--- config.mk ---
export PLATFORM = sky130hd
export DESIGN_NAME = if_fetch_unit
export DESIGN_NICKNAME = d
export VERILOG_FILES = /design/src/rtl/if_fetch_unit_pkg.sv /design/src/rtl/if_fetch_unit_fetch_fifo.sv /design/src/rtl/if_fetch_unit.sv
export SDC_FILE = /design/constraint.sdc
export NUM_CORES = 1
export LEC_CHECK = 0
export ABC_AREA = 1
export ABC_CLOCK_PERIOD_IN_PS = 7100
export BUFFER_PORTS_ARGS = -buffer_cell sky130_fd_sc_hd__buf_2
export CORE_MARGIN = 3
export CORE_UTILIZATION = 60
export CTS_BUF_LIST = sky130_fd_sc_hd__clkbuf_16
export CTS_CLUSTER_DIAMETER = 200
export CTS_CLUSTER_SIZE = 28
export DETAILED_ROUTE_END_ITERATION = 7
export PLACE_DENSITY = 0.84
export RECOVER_POWER = 100
export SLEW_MARGIN = 20
export SYNTH_ARGS = -nofsm -noshare
export SYNTH_HDL_FRONTEND = slang
export SYNTH_HIERARCHICAL = 1
export SYNTH_SLANG_ARGS = --single-unit
export TNS_END_PERCENT = 50
--- constraint.sdc ---
create_clock -name clk -period 7.1 [get_ports clk]
set_input_delay 1.065 -clock clk [delete_from_list [all_inputs] [get_ports clk]]
set_output_delay 1.065 -clock clk [all_outputs]
set_load 0.005 [all_outputs]
--- src/rtl/if_fetch_unit_pkg.sv ---
// Shared definitions for the instruction-fetch stage: widths, NOP encoding,
// default reset PC and the layout of one buffered fetch entry.
package if_fetch_unit_pkg;

  localparam int InstAddrWidth = 32;
  localparam int InstDataWidth = 32;

  localparam logic [InstDataWidth-1:0] NopInst        = 32'h0000_0000;
  localparam logic [InstAddrWidth-1:0] DefaultResetPc = 32'h0000_0000;

  // One FIFO entry as handed to decode; pc_plus4 sits in the upper bits.
  typedef struct packed {
    logic [InstAddrWidth-1:0] pc_plus4;
    logic [InstDataWidth-1:0] inst;
  } fetch_entry_t;

  localparam int FetchEntryWidth = $bits(fetch_entry_t);

endpackage

--- src/rtl/if_fetch_unit_fetch_fifo.sv ---
// Small register FIFO holding returned instruction words; the head is read
// combinationally and clear takes priority over push and pop.
module fetch_fifo
  import if_fetch_unit_pkg::*;
#(
  parameter int DEPTH = 2,
  parameter int WIDTH = FetchEntryWidth
) (
  input  logic                       clk,
  input  logic                       rst,
  input  logic                       i_push,
  input  logic                       i_pop,
  input  logic                       i_clear,
  input  logic [WIDTH-1:0]           i_wdata,
  output logic [$clog2(DEPTH+1)-1:0] o_count,
  output logic [WIDTH-1:0]           o_head
);

  localparam int PTR_W = (DEPTH > 1) ? $clog2(DEPTH) : 1;
  localparam int CNT_W = $clog2(DEPTH+1);

  logic [WIDTH-1:0] r_mem [DEPTH];
  logic [PTR_W-1:0] r_wr_ptr;
  logic [PTR_W-1:0] r_rd_ptr;
  logic [CNT_W-1:0] r_count;

  logic w_do_push;
  logic w_do_pop;

  assign w_do_push = i_push & ~i_clear;
  assign w_do_pop  = i_pop & ~i_clear & (r_count != '0);

  function automatic logic [PTR_W-1:0] ptr_inc(input logic [PTR_W-1:0] p);
    if (p == PTR_W'(DEPTH-1)) begin
      return '0;
    end
    return p + PTR_W'(1);
  endfunction

  always_ff @(posedge clk) begin
    if (!rst || i_clear) begin
      r_wr_ptr <= '0;
      r_rd_ptr <= '0;
      r_count  <= '0;
    end else begin
      if (w_do_push) begin
        r_wr_ptr <= ptr_inc(r_wr_ptr);
      end
      if (w_do_pop) begin
        r_rd_ptr <= ptr_inc(r_rd_ptr);
      end
      unique case ({w_do_push, w_do_pop})
        2'b10:   r_count <= r_count + CNT_W'(1);
        2'b01:   r_count <= r_count - CNT_W'(1);
        default: ;
      endcase
    end
  end

  // Storage needs no reset: the count alone decides what is valid.
  always_ff @(posedge clk) begin
    if (w_do_push) begin
      r_mem[r_wr_ptr] <= i_wdata;
    end
  end

  assign o_count = r_count;
  assign o_head  = r_mem[r_rd_ptr];

  a_no_overflow: assert property (@(posedge clk) disable iff (!rst)
    !(w_do_push && (r_count == CNT_W'(DEPTH))));

endmodule

--- src/rtl/if_fetch_unit.sv ---
// Instruction-fetch stage: owns the PC, issues in-order memory requests and
// presents buffered {pc_plus4, inst} to decode; redirects flush and discard.
module if_fetch_unit
  import if_fetch_unit_pkg::*;
#(
  parameter int                ADDR_W   = InstAddrWidth,
  parameter int                DATA_W   = InstDataWidth,
  parameter logic [ADDR_W-1:0] RESET_PC = ADDR_W'(DefaultResetPc),
  parameter int                DEPTH    = 2
) (
  input  logic              clk,
  input  logic              rst,
  output logic              imem_req,
  output logic [ADDR_W-1:0] imem_addr,
  input  logic              imem_ready,
  input  logic              imem_rvalid,
  input  logic [DATA_W-1:0] imem_rdata,
  input  logic              redirect_valid,
  input  logic [ADDR_W-1:0] redirect_pc,
  input  logic              id_stall,
  output logic              id_valid,
  output logic [ADDR_W-1:0] id_pc_plus4,
  output logic [DATA_W-1:0] id_inst
);

  localparam int CNT_W   = $clog2(DEPTH+1);
  localparam int SUM_W   = CNT_W + 1;
  localparam int ENTRY_W = ADDR_W + DATA_W;

  logic [ADDR_W-1:0] r_pc;
  logic [ADDR_W-1:0] r_resp_pc;
  logic [CNT_W-1:0]  r_outstanding;
  logic [CNT_W-1:0]  r_discard;

  logic [CNT_W-1:0]   w_fifo_count;
  logic [ENTRY_W-1:0] w_fifo_head;
  logic [ENTRY_W-1:0] w_fifo_wdata;
  logic [SUM_W-1:0]   w_inflight;
  logic [ADDR_W-1:0]  w_redirect_target;
  logic               w_req;
  logic               w_fire;
  logic               w_drop;
  logic               w_push;
  logic               w_valid;
  logic               w_pop;

  assign w_redirect_target = redirect_pc & ~ADDR_W'(3);

  // Capping requested-but-unbuffered plus buffered words at DEPTH means
  // every response always has a free FIFO slot, so no backpressure is needed.
  assign w_inflight = SUM_W'(r_outstanding) + SUM_W'(w_fifo_count);
  assign w_req      = rst & ~redirect_valid & (w_inflight < SUM_W'(DEPTH));
  assign w_fire     = w_req & imem_ready;

  assign w_drop  = (r_discard != '0);
  assign w_push  = imem_rvalid & ~w_drop & ~redirect_valid;
  assign w_valid = (w_fifo_count != '0);
  assign w_pop   = w_valid & ~id_stall;

  assign w_fifo_wdata = {r_resp_pc + ADDR_W'(4), imem_rdata};

  always_ff @(posedge clk) begin
    if (!rst) begin
      r_pc      <= RESET_PC;
      r_resp_pc <= RESET_PC;
    end else if (redirect_valid) begin
      r_pc      <= w_redirect_target;
      r_resp_pc <= w_redirect_target;
    end else begin
      if (w_fire) begin
        r_pc <= r_pc + ADDR_W'(4);
      end
      if (w_push) begin
        r_resp_pc <= r_resp_pc + ADDR_W'(4);
      end
    end
  end

  always_ff @(posedge clk) begin
    if (!rst) begin
      r_outstanding <= '0;
    end else begin
      unique case ({w_fire, imem_rvalid})
        2'b10:   r_outstanding <= r_outstanding + CNT_W'(1);
        2'b01:   r_outstanding <= r_outstanding - CNT_W'(1);
        default: ;
      endcase
    end
  end

  // On redirect every request still unanswered after this cycle is stale.
  always_ff @(posedge clk) begin
    if (!rst) begin
      r_discard <= '0;
    end else if (redirect_valid) begin
      r_discard <= r_outstanding - CNT_W'(imem_rvalid);
    end else if (imem_rvalid && w_drop) begin
      r_discard <= r_discard - CNT_W'(1);
    end
  end

  fetch_fifo #(
    .DEPTH (DEPTH),
    .WIDTH (ENTRY_W)
  ) u_fetch_fifo (
    .clk     (clk),
    .rst     (rst),
    .i_push  (w_push),
    .i_pop   (w_pop),
    .i_clear (redirect_valid),
    .i_wdata (w_fifo_wdata),
    .o_count (w_fifo_count),
    .o_head  (w_fifo_head)
  );

  assign imem_req    = w_req;
  assign imem_addr   = r_pc;
  assign id_valid    = w_valid;
  assign id_pc_plus4 = w_valid ? w_fifo_head[ENTRY_W-1:DATA_W] : '0;
  assign id_inst     = w_valid ? w_fifo_head[DATA_W-1:0] : DATA_W'(NopInst);

  a_resp_expected: assert property (@(posedge clk) disable iff (!rst)
    !(imem_rvalid && (r_outstanding == '0)));

endmodule

Word-level counts from Yosys, hierarchy flattened
Memories as Yosys holds them, arrays and structs flattened. A register that Yosys moved wholly into a read port is not among the register bits.
Cells that the tools add are included.
{"block": "word_totals", "regBits": 72, "latchBits": 0, "ram_bits": 128, "rom_bits": 0, "inputBits": 70, "output_inout_bits": 98, "wordCells": 74, "mem_count": 1}
{"memory": "u_fetch_fifo.r_mem", "depth": 2, "width": 64, "rd": 1, "rd_ports_with_merged_regs": 1, "wr": 1, "line_no": "if_fetch_unit_fetch_fifo.sv:22", "text": "logic [WIDTH-1:0] r_mem [DEPTH];"}
{"block": "op_classes", "n_addsub": 11, "multipliers": 0, "div_mod_pow": 0, "order_cmp": 1, "eq_ne": 4, "shifts": 0, "n_mux": 24, "n_bitwise": 13, "reduce_logical": 11}
{"cell": "$mux 32", "count": 6}
{"cell": "$add 32x3->32 const B", "count": 2}
{"cell": "$mux 1", "count": 14}
{"cell": "$reduce_bool 2->1", "count": 7}
{"cell": "$and 1x1->1", "count": 9}
{"cell": "$pmux 2 s2", "count": 2}
{"cell": "$sub 2x1->2 const B", "count": 3}
{"cell": "$add 2x1->2 const B", "count": 2}
{"cell": "$eq 2x1->1 const B", "count": 2}
{"cell": "$eq 2x2->1 const B", "count": 2}
{"cell": "$mux 2", "count": 2}
{"cell": "$not 1->1", "count": 4}
{"cell": "$add 2x2->3", "count": 1}
{"cell": "$lt 3x2->1 const B", "count": 1}
{"cell": "$add 1x1->1 const B", "count": 2}
{"cell": "$reduce_or 2->1", "count": 1}
{"cell": "$sub 2x1->2", "count": 1}
{"cell": "$logic_and 1x1->1", "count": 1}
{"cell": "$logic_not 1->1", "count": 1}
{"cell": "$logic_or 1x1->1", "count": 1}

Depth between registers and ports, before layout
Gate-level depths: netlist of run 1.
{"block": "logic_depth", "word_depth": 9, "depth_mapped": 13, "mapped_depth_nobuf": 11}

By module
The synthesis of run 1 kept the hierarchy.
{"module": "fetch_fifo", "instances": 1, "cells_per_inst": 235, "area_each_um2": 5161.2, "seq_area_each_um2": 3943.8}
{"module": "if_fetch_unit", "instances": 1, "cells_per_inst": 913, "area_each_um2": 5107.4, "seq_area_each_um2": 1281.2}

Worst setup path before layout of run 1
OpenSTA, ideal clock, no wires.
{"block": "synth_path", "path_kind": "input -> register", "from": "input port redirect_valid", "to": "memory u_fetch_fifo/r_mem[1][0] (netlist bit), enable pin", "setup_ns": 0.488, "t_arrival_ns": 4.489, "t_required_ns": 6.612, "path_slack_ns": 2.123, "cell_stages": 5, "path_buffers": 2, "path_cell_list": "buf_6 -> nor2_2 -> buf_2 -> nand2_1 -> nor2_1"}
{"block": "synth_via", "elab_chain_len": 5}
{"element": "start, declared", "line_no": "if_fetch_unit.sv:18", "text": "input logic redirect_valid,"}
{"element": "$not 1->1", "line_no": "if_fetch_unit.sv:56", "text": "assign w_push = imem_rvalid & ~w_drop & ~redirect_valid;"}
{"element": "$and 1x1->1", "line_no": "if_fetch_unit.sv:56"}
{"element": "named net w_push", "line_no": "if_fetch_unit.sv:43", "text": "logic w_push;"}
{"element": "$and 1x1->1", "line_no": "if_fetch_unit_fetch_fifo.sv:30", "text": "assign w_do_push = i_push & ~i_clear;"}
{"element": "$mux 1", "line_no": "if_fetch_unit_fetch_fifo.sv:62", "text": "if (w_do_push) begin"}
{"element": "$mux 1 (implied by the code)", "line_no": "if_fetch_unit_fetch_fifo.sv:63", "text": "r_mem[r_wr_ptr] <= i_wdata;"}
{"element": "end, declared", "line_no": "if_fetch_unit_fetch_fifo.sv:22"}
The timed path passes the listed nets, and every way through them passes these cells.

Worst setup path after layout of run 1
{"block": "layout_path", "from": "input port redirect_valid", "to": "memory u_fetch_fifo/r_mem[0][47] (netlist bit), enable pin"}
{"block": "layout_via", "elab_chain_len": 5}
{"element": "$not 1->1 (*)", "line_no": "if_fetch_unit_fetch_fifo.sv:30, if_fetch_unit.sv:56"}
{"element": "$and 1x1->1", "line_no": "if_fetch_unit.sv:56"}
{"element": "$and 1x1->1 (*)", "line_no": "if_fetch_unit_fetch_fifo.sv:30"}
{"element": "$mux 1 (*)", "line_no": "if_fetch_unit_fetch_fifo.sv:62"}
{"element": "$mux 1 (implied by the code) (*)", "line_no": "if_fetch_unit_fetch_fifo.sv:63"}
Every way passes the cells marked *; elsewhere a longest branch is shown, timed or not.

==> metrics.txt, run 1 <==
mux cell area share after synthesis 9.21%; dpl hpwl 17100 um; overall power 2.39 mW; Die ar. 18700 um2; status finished with violations; crit start category input pin; worst-path maximum fanout 39; Setup TNS 0 ns; Remaining DRCs 0; Fin. Hold Viols 0; Resized Gates After CTS 0; Antenna Violating Nets Remaining 0; Cell variety after synth 44; Final Util 69.0%; Synth Area in Simple Gates 21.3%; Final Setup Violations 0; RePlAce Congestion 0.952; post-CTS setup repair buffer count 0; Seq/Total Area, Yosys 50.9%; Layout Cells excl Fill 1536; vias in the first global route 7879; measured slew at the worst slew-check pin 2.83 ns; vias per cell 5.31; FF/Latch Area 5230 um2; R2R Setup Slk 3.20 ns; Post-Layout Inst Area 11500 um2; grt total ovfl 0; Worst-path clk slew 0.07 ns; dpl cells 1504; WP data arrival 4.85 ns; Core ar. 16600 um2; root buffer selected by CTS clkbuf_16; Max clock buf depth 2; clock sink count 197; post-synthesis compound-gate area fraction 6.19%; number of fill cells 1294; maximum VDD drop 0.181 mV; TritonCTS buffer count 17; Setup CP Type in2reg; minimum clock period 4.76 ns; pin count of the biggest net entering global routing 67; Min-Delay Path Class reg2reg; Avg Synthesized Cell Area 8.94 um2; FF+latch count, synth 197; Mapped Area 10300 um2; Post-Synth XOR/XNOR Area 2.18%; final wirelength 24200 um; ant diodes 0; Lkg Pwr 4.66 nW; power per cell area 208 nW/um2; DR iter-0 viols 493; Die Height 137 um; Area Overhead vs Synth 11.8%; element type at the critical path end flop; Worst Skew 0.0101 ns; RSZ-0062 raised after global routing false; die width 137 um; H-Tree Depth 4; crit share post-route 67.0%; Synth Area in Adders 0.926%; fmax 0.210 GHz; max-cap violations 2; fin nets 1380; Rel. slew slack -88.6%; CTS tree done; failing checks max-capacitance violations, max-slew violations; worst skew pair latency 0.43 ns; Rows 47; routed len/inst 15.8 um; Port Buffer Count 163; initial core utilization 61.7%; IO Pins 168; drt pass-1 iters 5; Critical Path RT 7.19 ns; cell count after synthesis 1148; warnings from Yosys 6; first-pass GRT wire length 38200 um; Multi-input gate area 4040 um2; fraction of layout cells with a size suffix above 1 13.9%; GRT Total Usage 26.3%; antenna violations before repair 0; max-slew violation count 107; DP Area 11200 um2; combinational family with the most area after synthesis simple AND/OR/NAND/NOR gates; routed via count 8156; cts-stage hold buffer count 0
-- placed cells by master (no fill, tap or decap), types with 4 or more instances in the layout --
cell type and instances:
and2_0 4, ha_1 6, nand2_2 5, a21oi_1 48, nor3_1 6, buf_2 58, inv_1 177, clkbuf_16 17
nand4_1 6, xnor2_1 7, inv_6 4, mux2_4 60, dfxtp_1 68, nand2_1 258, conb_1 6, clkbuf_2 6
nor2_4 4, a31oi_1 13, nor2_2 5, nand3_1 45, mux2_2 4, o21ai_0 52, edfxtp_1 128, clkbuf_1 101
nor2_1 180, xor2_1 15
-- path summary, 6_finish.rpt --
check                                  from                                  end  cells past startpoint
setup reg to reg  r_discard[0]$_SDFFE_PN0P_  u_fetch_fifo/r_mem[0][47]$_DFFE_PP_                      8
hold reg to reg   r_resp_pc[2]$_SDFFE_PN0P_            r_resp_pc[2]$_SDFFE_PN0P_                      2
hold / removal    r_resp_pc[2]$_SDFFE_PN0P_            r_resp_pc[2]$_SDFFE_PN0P_                      2
setup / recovery             redirect_valid  u_fetch_fifo/r_mem[0][47]$_DFFE_PP_                      6
-- report_power, final --
| group | switching [mW] | internal [mW] |
|---|---|---|
| Clock | 0.436 | 0.457 |
| Sequential | 0.0377 | 1.26 |
| Combinational | 0.124 | 0.0737 |
| Total | 0.598 | 1.79 |
-- metal layers --
metal	part of all wire [%]	track usage (%)	vias up
met5	0	0	-
met4	2.9	11.0	0
met3	8.5	4.78	55
met2	48	44.6	346
met1	41	33.4	3772
li1	-	-	3983
-- flip-flops by register name, summed over array words and instances (netlist names), named ones only --
name,count
r_outstanding,2
u_fetch_fifo/r_mem,128
imem_addr,30
r_discard,2
r_resp_pc,30
u_fetch_fifo/r_rd_ptr,1
u_fetch_fifo/o_count,2
u_fetch_fifo/r_wr_ptr,1
-- cells by family (layout without fill, tap and decap cells) --
| group | Yosys count | in the layout |
|---|---|---|
| AND/OR/NAND/NOR | 522 | 522 |
| buffers and inverters | 215 | 378 |
| flip-flops | 197 | 197 |
| AO/OA/AOI/OAI | 119 | 119 |
| multiplexers | 64 | 64 |
| XOR/XNOR | 23 | 23 |
| adder cells (fa/ha/maj) | 7 | 7 |
| other | 1 | 6 |
-- Yosys cell counts --
cell type	n	area, um2
dfxtp_1	69	1380
o21ai_0	52	260
edfxtp_1	128	3840
a31oi_1	13	81.3
inv_1	174	653
nand3_2	1	10.0
nand3b_1	3	22.5
a21oi_1	47	235
o221a_2	1	11.3
and3_1	1	6.26
buf_6	4	45.0
buf_1	3	11.3
clkinv_1	1	3.75
and2_1	6	37.5
xor2_2	3	48.8
xnor2_1	7	61.3
mux2_2	4	45.0
a21oi_2	1	8.76
o21bai_1	1	7.51
buf_4	4	30.0
fa_1	1	20.0
nand4_1	5	31.3
conb_1	1	3.75
nor2_1	176	661
nand2_1	255	957
nand2_2	8	50.1
clkbuf_1	17	63.8
buf_2	3	15.0
ha_1	6	75.1
nor2_4	7	78.8
a31o_2	1	8.76
a22oi_1	1	7.51
nand4_4	1	21.3
buf_12	6	120
xor2_1	13	114
nand3_1	45	225
o211ai_1	1	7.51
o31ai_1	1	7.51
mux2_4	60	901
nor3_1	6	30.0
nand2_4	1	11.3
inv_2	3	11.3
or2_2	1	6.26
nor2_2	6	37.5
-- cell type report --
type                    instances  share of cell area (%)
flip-flops and latches        197                    45.5
inverters                     178                    5.82
well taps                     220                    2.40
repair buffers                168                    6.29
clock inverters                15                    1.05
multi-input cells             741                    35.2
clock buffers                  17                    3.70
-- through the flow --
stage / setup slack (ns) / hold slack, ns
after global placement: 3.24 / 0.506
after CTS: 3.49 / 0.537
after detailed placement: 3.20 / 0.527
after floorplan: 2.12 / 0.493
final: 2.34 / 0.515
after global routing: 2.03 / 0.536
-- critical path, cell delays in order --
cell and delay (ns):
clkbuf_1 0.66, nor2_2 0.28, clkbuf_1 1.01, nand2_1 0.39, nor2_4 0.88, buf_4 0.52
(Power assumes the default switching activity.)
==> inputs of run 2 (changes only) <==
Settings changed: ABC_CLOCK_PERIOD_IN_PS 7100 to 4900, CORE_UTILIZATION 60 to 57, PLACE_DENSITY 0.84 to 0.8.
Clock period 7.1 ns to 4.9 ns, I/O delays scaled along.
==> metrics.txt, run 2 (synthesis results as in run 1) <==
dpl cells 1509 (+0.33%); commonest non-fill, non-tap cell in the layout nand2_1; antenna violations before repair 0 (unchanged); fmax 0.262 GHz; RePlAce Congestion 0.997 (+4.7%); Setup CP Type in2reg; grt total ovfl 0 (unchanged); Worst-path clk slew 0.08 ns (about the same); Max clock buf depth 2 (unchanged); Worst R2R Path Depth 8 (unchanged); DR iter-0 viols 435 (-12%); worst-path maximum fanout 65 (+67%); Rows 48 (+2.1%); Antenna Violating Nets Remaining 0 (unchanged); ant diodes 0 (unchanged); Worst Skew 0.0103 ns (+0.000163 ns); drt pass-1 iters 4 (-1); number of fill cells 1490 (+15%); Setup TNS 0 ns (unchanged); maximum VDD drop 0.255 mV (+41%); CTS tree done; worst skew pair latency 0.43 ns (about the same); crit path launch redirect_valid; fin nets 1380 (unchanged); worst reg2reg path endpoint u_fetch_fifo/r_mem[1][57]$_DFFE_PP_; minimum clock period 3.82 ns; H-Tree Depth 4 (unchanged); routed len/inst 15.2 um (-3.5%); vias per cell 5.20 (-2.0%); DP Area 11200 um2 (about the same); Core ar. 17500 um2 (+5.0%); PnR worst setup slack 1.08 ns (-1.26 ns); Fin. Hold Viols 0 (unchanged); RSZ-0062 raised after global routing false; Resized Gates After CTS 0 (unchanged); routed via count 8015 (-1.7%); max-cap violations 3 (+1); status finished with violations; Final Util 65.9% (-3.1 points); root buffer selected by CTS clkbuf_16; Die Height 140 um (+2.5%); power per cell area 306 nW/um2 (+47%); pin count of the biggest net entering global routing 66 (-1.5%); fraction of layout cells with a size suffix above 1 15.1% (+1.2 points); vias in the first global route 7706 (-2.2%); reg-to-reg critical path startpoint r_discard[0]$_SDFFE_PN0P_; IO Pins 168 (unchanged); Remaining DRCs 0 (unchanged); Critical Path RT 4.74 ns (-2.45 ns); max reg flops 128 (unchanged); element type at the critical path end flop; Area Overhead vs Synth 12.2%; max-slew violation count 171 (+60%); Layout Cells excl Fill 1541 (+0.33%); R2R Setup Slk 1.81 ns (-1.39 ns); WP data arrival 3.66 ns (-1.19 ns); Post-Layout Inst Area 11500 um2 (+0.30%); Lkg Pwr 4.75 nW (+1.8%); cts-stage hold buffer count 0 (unchanged); TritonCTS buffer count 17 (unchanged); GRT Total Usage 24.0% (-2.4 points); overall power 3.52 mW (+47%); post-CTS setup repair buffer count 0 (unchanged); clock sink count 197 (unchanged); first-pass GRT wire length 37900 um (-0.78%); Final Setup Violations 0 (unchanged); dpl ws 1.69 ns (-1.51 ns); initial core utilization 58.8% (-2.9 points); end of the critical path u_fetch_fifo/r_mem[1][57]$_DFFE_PP_; Min-Delay Path Class in2reg; Top reg by flops u_fetch_fifo/r_mem; WHS 0.483 ns (-0.0318 ns); final wirelength 23500 um (-3.2%); Rel. slew slack -26.5% (+62 points); die width 140 um (+2.5%); Port Buffer Count 163 (unchanged); crit start category input pin; failing checks max-capacitance violations, max-slew violations; commonest cells after routing, fill and taps aside 258 x nand2_1, 178 x nor2_1, 176 x inv_1; dpl hpwl 17000 um (-0.66%); Die ar. 19700 um2 (+5.0%); crit share post-route 78.0%; measured slew at the worst slew-check pin 1.90 ns (-0.932 ns)
run 2: cell count changes in the layout (fill, tap and decap cells not counted), moves of 2 or more:
| cell | previous run | this run |
|---|---|---|
| mux2_4 | 60 | 44 |
| nor2_1 | 180 | 178 |
| clkinv_2 | 2 | 0 |
| clkbuf_2 | 6 | 12 |
| clkbuf_1 | 101 | 74 |
| mux2_1 | 0 | 16 |
| clkinv_8 | 0 | 3 |
| buf_2 | 58 | 80 |
run 2: power by group:
group | internal (mW) | switching (mW) | leakage [nW] | total [mW]
logic | 0.106 | 0.179 | 2.72 | 0.285
registers | 1.83 | 0.0522 | 1.74 | 1.88
clock network | 0.682 | 0.674 | 0.285 | 1.36
run 2: critical path: stages:
cell	delay, ns
clkbuf_1	1.33
nor2_2	0.07
buf_4	0.31
nand2_1	0.25
nor2_4	0.04
clkbuf_2	0.86
run 2: metal layers:
layer  up-vias  wire, um  track usage, %
met4         0       652            8.57
li1       3979         -               -
met3        47      1890            4.68
met1      3672     10200            32.3
met2       317     10800            38.9
met5         -         0               0
run 2: worst min path at each step:
stage / startpoint / endpoint / slack, ns / cells past startpoint
floorplan: r_outstanding[0]$_SDFFE_PN0P_ / r_outstanding[0]$_SDFFE_PN0P_ / 0.49 / 2
global placement: imem_addr[2]$_SDFFE_PN0P_ / imem_addr[2]$_SDFFE_PN0P_ / 0.50 / 2
detailed placement: imem_addr[2]$_SDFFE_PN0P_ / imem_addr[2]$_SDFFE_PN0P_ / 0.51 / 2
CTS: imem_rdata[28] / u_fetch_fifo/r_mem[1][28]$_DFFE_PP_ / 0.47 / 1
global route: imem_rdata[29] / u_fetch_fifo/r_mem[1][29]$_DFFE_PP_ / 0.47 / 1
finish: imem_rdata[28] / u_fetch_fifo/r_mem[1][28]$_DFFE_PP_ / 0.48 / 1
run 2: area by class of cell:
type                    count  area (um2)  area share, %
flip-flops and latches    197        5230           45.4
multi-input cells         741        4000           34.8
repair buffers            168         753           6.54
inverters                 178         668           5.80
clock buffers              17         425           3.69
well taps                 225         282           2.44
clock inverters            15         156           1.36
==> inputs of run 3 (changes only) <==
Settings changed: ABC_CLOCK_PERIOD_IN_PS 4900 to 3200, CORE_UTILIZATION 57 to 52, PLACE_DENSITY 0.8 to 0.77.
Clock period 4.9 ns to 3.2 ns, I/O delays scaled along.
==> metrics.txt, run 3 (synthesis results as in run 1) <==
Die Height 147 um (+4.5%); Critical Path RT 3.22 ns (-1.52 ns); fraction of layout cells with a size suffix above 1 15.8% (+0.65 points); Setup TNS 0 ns (unchanged); failing checks max-capacitance violations, max-slew violations; Area Overhead vs Synth 13.6%; CTS tree done; clock share of power 38.6% (about the same); worst-path maximum fanout 39 (-40%); Layout Cells excl Fill 1585 (+2.9%); Antenna Violating Nets Remaining 0 (unchanged); Post-Layout Inst Area 11700 um2 (+1.2%); Setup CP Type in2reg; Worst R2R Path Depth 11 (+3); dpl cells 1553 (+2.9%); fmax 0.369 GHz; pin count of the biggest net entering global routing 48 (-27%); grt total ovfl 0 (unchanged); Min-Delay Path Class in2reg; Final Setup Violations 0 (unchanged); RePlAce Congestion 0.926 (-7.2%); Rows 50 (+4.2%); WP data arrival 2.74 ns (-0.92 ns); status finished with violations; worst skew pair latency 0.45 ns (+0.02 ns); Max clock buf depth 2 (unchanged); Seq pwr share 53.2% (-0.2 points); dpl hpwl 17200 um (+1.2%); Worst-path clk slew 0.08 ns (about the same); max-slew violation count 40 (-77%); Top reg by flops u_fetch_fifo/r_mem; Power Internal 4.01 mW (+53%); final wirelength 23600 um (+0.65%); R2R Setup Slk 0.51 ns (-1.30 ns); drt pass-1 iters 7 (+3); Lkg Pwr 4.77 nW (+0.52%); number of fill cells 1668 (+12%); vias in the first global route 7557 (-1.9%); Worst Skew 0.00885 ns (-0.00143 ns); root buffer selected by CTS clkbuf_16; GRT Total Usage 21.8% (-2.2 points); Die ar. 21500 um2 (+9.2%); crit share post-route 84.8%; IO Pins 168 (unchanged); routed via count 7983 (-0.40%); switching pwr 1.40 mW (+55%); RSZ-0062 raised after global routing false; max reg flops 128 (unchanged); H-Tree Depth 4 (unchanged); measured slew at the worst slew-check pin 1.83 ns (-0.0690 ns); Slowest-stage cell, CP clkbuf_1; maximum VDD drop 0.390 mV (+53%); initial core utilization 53.8% (-4.9 points); Remaining DRCs 0 (unchanged); Resized Gates After CTS 0 (unchanged); crit start category input pin; element type at the critical path end flop; Fin. Hold Viols 0 (unchanged); Cells on Worst Hold Path 1 (unchanged); fin nets 1389 (+0.65%); Core ar. 19100 um2 (+9.2%); routed len/inst 14.9 um (-2.1%); DP Area 11300 um2 (+1.3%); DR iter-0 viols 609 (+40%); commonest cells after routing, fill and taps aside 258 x nand2_1, 181 x nor2_1, 176 x inv_1; TritonCTS buffer count 17 (unchanged); Port Buffer Count 163 (unchanged); CP max stage delay 1.28 ns (-0.05 ns); power per cell area 464 nW/um2 (+52%); post-CTS setup repair buffer count 0 (unchanged); Logic pwr share 8.2% (about the same); minimum clock period 2.71 ns; die width 147 um (+4.5%); Sw Share 25.9% (+0.21 points); ant diodes 0 (unchanged); commonest non-fill, non-tap cell in the layout nand2_1; vias per cell 5.04 (-3.2%); overall power 5.41 mW (+54%); clock sink count 197 (unchanged); crit-path cells clkbuf_1, inv_1, nand2_1, nor2_4, clkbuf_2; cts-stage hold buffer count 0 (unchanged); antenna violations before repair 0 (unchanged); Rel. slew slack -21.9% (+4.6 points); first-pass GRT wire length 37800 um (-0.24%); max-cap violations 1 (-2)
-- run 3: through the flow --
stage	worst slack [ns]	utilization [%]	hold slack [ns]
2_1_floorplan	-0.125	-	0.493
3_3_place_gp	0.815	59.3	0.505
3_5_place_dp	0.776	59.3	0.511
4_1_cts	0.598	62.3	0.207
5_1_grt	0.275	61.1	0.211
6_report	0.487	61.1	0.224
-- run 3: metal layers --
metal	global-route usage, %	up-vias	wire [um]
met5	0	-	0
met1	29.9	3622	10500
met3	4.90	32	1830
li1	-	4007	-
met2	35.3	322	11000
met4	5.74	0	339
-- run 3: area by class of cell --
class,count,area [um2],area share [%]
Sequential cell,197,5230,44.8
Multi-Input combinational cell,741,4050,34.8
Timing Repair Buffer,177,808,6.93
Inverter,178,668,5.73
Clock buffer,17,425,3.65
Tap cell,260,325,2.79
Clock inverter,15,151,1.30
-- run 3: final timing paths --
path	to	startpoint
min reg2reg	imem_addr[2]$_SDFFE_PN0P_	imem_addr[2]$_SDFFE_PN0P_
min	u_fetch_fifo/r_mem[0][8]$_DFFE_PP_	imem_rdata[8]
max	u_fetch_fifo/r_mem[0][15]$_DFFE_PP_	redirect_valid
max reg2reg	imem_addr[6]$_SDFFE_PN0P_	u_fetch_fifo/o_count[0]$_SDFFE_PP0P_
-- run 3: critical path, delay by kind of cell --
family / cells / cell delay (ns)
buf+inv: 3 / 1.88
simple gates: 2 / 0.34
-- run 3: power by group through the flow --
stage                     clock, mW  combinational [mW]  sequential, mW
after floorplan                   0               0.291            2.91
after global placement            0               0.443            2.93
after detailed placement          0               0.459            2.93
after CTS                      2.12               0.464            2.87
after global routing           2.22               0.504            2.88
final                          2.09               0.446            2.88
